File: src/rtl/reg_file_4x8.sv
// Four-entry register file with two registered read ports and one write port.
// Ports: input_clock/input_reset, write port (enable, 2-bit select, data),
//        read enable, A/B 2-bit selects, registered A/B data and zero flags.
module reg_file_4x8 #(
    parameter int                    DATA_WIDTH   = 8,
    parameter logic [DATA_WIDTH-1:0] RESET_VALUE  = '0,
    parameter bit                    WRITE_BYPASS = 1'b1
) (
    input  logic                  input_clock,
    input  logic                  input_reset,
    input  logic                  input_write_enable,
    input  logic                  input_write_select1,
    input  logic                  input_write_select2,
    input  logic [DATA_WIDTH-1:0] input_write_data,
    input  logic                  input_read_enable,
    input  logic                  input_read_a_select1,
    input  logic                  input_read_a_select2,
    input  logic                  input_read_b_select1,
    input  logic                  input_read_b_select2,
    output logic [DATA_WIDTH-1:0] output_read_a,
    output logic [DATA_WIDTH-1:0] output_read_b,
    output logic                  output_a_zero,
    output logic                  output_b_zero
);

    localparam logic RESET_ZERO = (RESET_VALUE == '0);

    logic [1:0]            write_index;
    logic [1:0]            read_a_index;
    logic [1:0]            read_b_index;
    logic [3:0]            write_hot;
    logic [DATA_WIDTH-1:0] regs [4];
    logic [DATA_WIDTH-1:0] stored_a;
    logic [DATA_WIDTH-1:0] stored_b;
    logic                  hit_a;
    logic                  hit_b;
    logic [DATA_WIDTH-1:0] next_a;
    logic [DATA_WIDTH-1:0] next_b;

    assign write_index  = {input_write_select2, input_write_select1};
    assign read_a_index = {input_read_a_select2, input_read_a_select1};
    assign read_b_index = {input_read_b_select2, input_read_b_select1};

    always_comb begin
        write_hot = '0;
        unique case (1'b1)
            (write_index == 2'd0): write_hot[0] = input_write_enable;
            (write_index == 2'd1): write_hot[1] = input_write_enable;
            (write_index == 2'd2): write_hot[2] = input_write_enable;
            (write_index == 2'd3): write_hot[3] = input_write_enable;
            default:               write_hot    = '0;
        endcase
    end

    always_ff @(posedge input_clock or posedge input_reset) begin
        if (input_reset) begin
            for (int i = 0; i < 4; i++) begin
                regs[i] <= RESET_VALUE;
            end
        end else begin
            for (int i = 0; i < 4; i++) begin
                if (write_hot[i]) begin
                    regs[i] <= input_write_data;
                end
            end
        end
    end

    assign stored_a = regs[read_a_index];
    assign stored_b = regs[read_b_index];

    // A port collides when the same edge writes the register it reads.
    assign hit_a = input_write_enable && (write_index == read_a_index);
    assign hit_b = input_write_enable && (write_index == read_b_index);

    always_comb begin
        next_a = stored_a;
        next_b = stored_b;
        if (WRITE_BYPASS && hit_a) begin
            next_a = input_write_data;
        end
        if (WRITE_BYPASS && hit_b) begin
            next_b = input_write_data;
        end
    end

    // Flags are computed from the value being captured so they always
    // match the data outputs they sit beside.
    always_ff @(posedge input_clock or posedge input_reset) begin
        if (input_reset) begin
            output_read_a <= RESET_VALUE;
            output_read_b <= RESET_VALUE;
            output_a_zero <= RESET_ZERO;
            output_b_zero <= RESET_ZERO;
        end else if (input_read_enable) begin
            output_read_a <= next_a;
            output_read_b <= next_b;
            output_a_zero <= (next_a == '0);
            output_b_zero <= (next_b == '0);
        end
    end

endmodule

File: config.mk
export PLATFORM = sky130hd
export DESIGN_NAME = reg_file_4x8
export DESIGN_NICKNAME = d
export VERILOG_FILES = /design/src/rtl/reg_file_4x8.sv
export SDC_FILE = /design/constraint.sdc
export NUM_CORES = 1
export LEC_CHECK = 0
export BUFFER_PORTS_ARGS = -buffer_cell sky130_fd_sc_hd__buf_2
export CAP_MARGIN = 10
export CORE_MARGIN = 4
export CORE_UTILIZATION = 45
export DETAILED_ROUTE_END_ITERATION = 10
export PLACE_DENSITY = 0.65
export SLEW_MARGIN = 30
export SYNTH_ARGS = -nofsm -noshare
export SYNTH_HDL_FRONTEND = slang
export SYNTH_SLANG_ARGS = --single-unit
export TNS_END_PERCENT = 50
File: constraint.sdc
create_clock -name input_clock -period 1.88 [get_ports input_clock]
set_input_delay 0.376 -clock input_clock [delete_from_list [all_inputs] [get_ports input_clock]]
set_output_delay 0.376 -clock input_clock [all_outputs]
set_load 0.05 [all_outputs]
==> results_dict.tcl <==
set metrics [dict create \
    placement.io_buffers 35 \
    sequential_fraction_of_the_synthesis_area_pct 47.9 \
    end_of_the_worst_hold_path "regs[30]" \
    timing.final.max_slew_violations 0 \
    crit_path_top_delay_cell "mux4_2" \
    place.detailed.hpwl_um 4000 \
    hold_path.startpoint "input_write_data[6]" \
    hp-class "in2reg" \
    synth_area_mm2 0.00262 \
    critical_path.cell_chain "mux4_2 > nor4_2 > mux2i_1 > o32ai_2" \
    overall_die_height_um 84.3 \
    max_stage_delay_ps 520 \
    setup_viol 0 \
    rr_worst_depth 4 \
    period_needed_ps 1640 \
    placed_cells_incl_taps 292 \
    rsz0062_at_grt "false" \
    vias 1678 \
    initial_core_util_pct 46.9 \
    core_area_mm2 0.00557 \
    area_delta_synth_final_pct 15.2 \
    post_cts.resized_instances 0 \
    global_route.overflow_total 0 \
    design.die.area_mm2 0.00710 \
    drt_first_pass_iters 4 \
    worstPathMaxFanout 3 \
    boundaryPins 36 \
    worst_max_slew_pin_slew_ps 509 \
    cts-htree-levels 2 \
    layout.nets 246 \
    via_count_of_the_first_global_routing_pass 1722 \
    clk_transition_reported_paths_ps 90 \
    cells_after_synth 185 \
    synth-seq-cells 50 \
    drive_gt1_share_pct 44.5 \
    antenna_found_initial 0 \
    setup.worst_path.class "reg2reg" \
    power.leakage_nw 1.36 \
    final-instance-count-excl-fill 301 \
    power-per-cell-area_mw_per_mm2 1030 \
    fraction_of_synthesized_cell_area_taken_by_the_top_area_cell_type_pct 45.9 \
    placement_rows 27 \
    worst_slew_margin_relative_to_its_limit_pct 66.0 \
    gpl.final_weighted_congestion 0.784 \
    totalWireLength_um 5370 \
    ys.warnings.count 0 \
    clock_tree.root_cell "clkbuf_8" \
    timing.fmax_ghz 0.609 \
    avgSynthCellArea_um2 14.1 \
    vdd_drop_max_mv 0.491 \
    grt_usage_pct 16.1 \
    synth.top_cells.by_area "dfrtp_1 46%, mux4_2 12%, mux2_2 10%, mux2i_1 6.5%, mux2_1 4.3%" \
    crit_arrival_ps 1850 \
    post-cts-setup-buffer-count 0 \
    chipWidth_um 84.3 \
    synth_top_area_cell "dfrtp_1" \
    regToRegEndpoint "output_b_zero" \
    grt_first_pass_wirelength_um 9040 \
    antenna-diode-count 0 \
    cts_max_path_buffers 2 \
    drt-wirelength-per-cell_um 17.8 \
    worst-path-buf-inv 0 \
    final_hold_viol_count 0 \
    run_status "complete, no violations" \
    worstHoldPathCells 2 \
    avgViaCountPerCell 5.57 \
    cp_top_family "multiplexers" \
    ant_nets 0 \
    fin_crit_sh_pct 87.3 \
    cp-start-kind "flip-flop" \
    worst_clock_skew_ps 3.82 \
    grt_max_degree 29 \
    drtIter0Drc 77 \
    synth.net_count 203 \
    reg2reg_from "regs[5]" \
    crit_required_ps 2090 \
    fin_setup_tns_ps 0 \
    setup.worst_path.end_class "flip-flop" \
    cts_tree "yes" \
    hold-worst-slack_ps 399 \
    drcViolationCount 0 \
    drv_cap 0 \
    timing.reg2reg.setup_slack_ps 240 \
    numClockSinks 50 \
    p_total_mw 3.10 \
    number_of_buffers_created_by_cts 5 \
    netlist-cell-type-count 33 \
    worstSkewPairLatency_ps 290 \
]
-- worst register-to-register path, cell delays in order, from the launching register on --
cell and delay [ps]:
dfrtp_1 400, mux4_2 520, nor4_2 250, mux2i_1 120, o32ai_2 270
-- placed cells by master, fill, tap and decap left out, types with 2 or more instances in the layout --
cell and n:
clkbuf_1 2, nor3_1 3, mux2_2 24, mux4_1 2, mux2i_1 17, nor2_1 15, nand3_1 2, nor4_1 2
clkbuf_8 5, mux2_1 10, nand3b_1 2, mux4_2 14, xnor2_1 2, buf_2 35, dfrtp_1 48, a21oi_1 15
xnor2_2 2, dfstp_2 2, buf_4 11
-- synthesized netlist by cell type (all sizes together) --
| cell type | n |
|---|---|
| xnor2 | 4 |
| o32ai | 1 |
| inv | 2 |
| nand3 | 3 |
| nor2b | 1 |
| mux4 | 16 |
| clkbuf | 3 |
| nor3 | 3 |
| mux2 | 34 |
| nor2 | 15 |
| o211ai | 1 |
| a41o | 1 |
| clkinv | 1 |
| buf | 8 |
| a21oi | 15 |
| nor4 | 3 |
| dfrtp | 48 |
| nand3b | 2 |
| dfstp | 2 |
| dlygate4sd1 | 1 |
| mux2i | 17 |
| nand4 | 1 |
| and3 | 1 |
| nor3b | 1 |
| o21a | 1 |
-- final cells by class --
cell class	instances	area, um2
Fill cell	480	2560
Multi-Input combinational cell	120	1260
Sequential cell	50	1250
Timing Repair Buffer	48	288
Tap cell	72	90.1
Clock buffer	7	76.3
Clock inverter	1	30.0
Inverter	3	11.3
-- power breakdown --
group | internal [mW] | total (mW) | leakage (nW) | switching [mW]
Sequential | 1.28 | 1.41 | 0.580 | 0.127
Combinational | 0.396 | 0.965 | 0.728 | 0.569
Clock | 0.398 | 0.731 | 0.0524 | 0.332
Total | 2.07 | 3.10 | 1.36 | 1.03
-- sequential cells by signal (all words and copies together), names as in the netlist --
signal,cells
regs,32
output_read_a,8
output_read_b,8
output_a_zero,1
output_b_zero,1
-- how the worst max path moves through the flow --
stage	depth (start not counted)	end	slack, ps	startpoint
floorplan	5	output_b_zero	150	input_read_b_select1
global placement	6	output_b_zero	20	input_read_b_select1
detailed placement	6	output_b_zero	-20	input_read_b_select1
CTS	4	output_b_zero	210	regs[5]
global route	6	output_b_zero	140	input_read_b_select1
finish	4	output_b_zero	240	regs[5]
-- kinds of logic after synthesis --
| family | Yosys count | synth area share (%) |
|---|---|---|
| AO/OA/AOI/OAI | 19 | 4.64 |
| XOR/XNOR | 4 | 1.91 |
| multiplexers | 67 | 35.2 |
| AND/OR/NAND/NOR | 30 | 6.55 |
| buffers and inverters | 15 | 3.78 |
| flip-flops | 50 | 47.9 |
-- metal layers --
metal,share of wire [%],vias up,GRT usage (%)
met5,0,-,0
met4,0.86,0,4.39
met3,5.9,4,3.43
met2,45,51,24.0
met1,48,843,23.9
li1,-,780,-
-- repair_timing --
action / CTS / global route
setup endpoints to repair: 0 / 0
hold buffers: 1 / 0
hold endpoints to repair: 8 / 0
-- stage by stage --
stage	area [um2]	utilization (%)	worst slack (ps)
final	3010	54.1	239
after CTS	3010	54.1	215
after floorplan	2620	-	153
after detailed placement	2900	52.0	-17.8
after global routing	3010	54.1	138
after global placement	2900	52.0	20.4
Power figures use the tool's default switching activity.
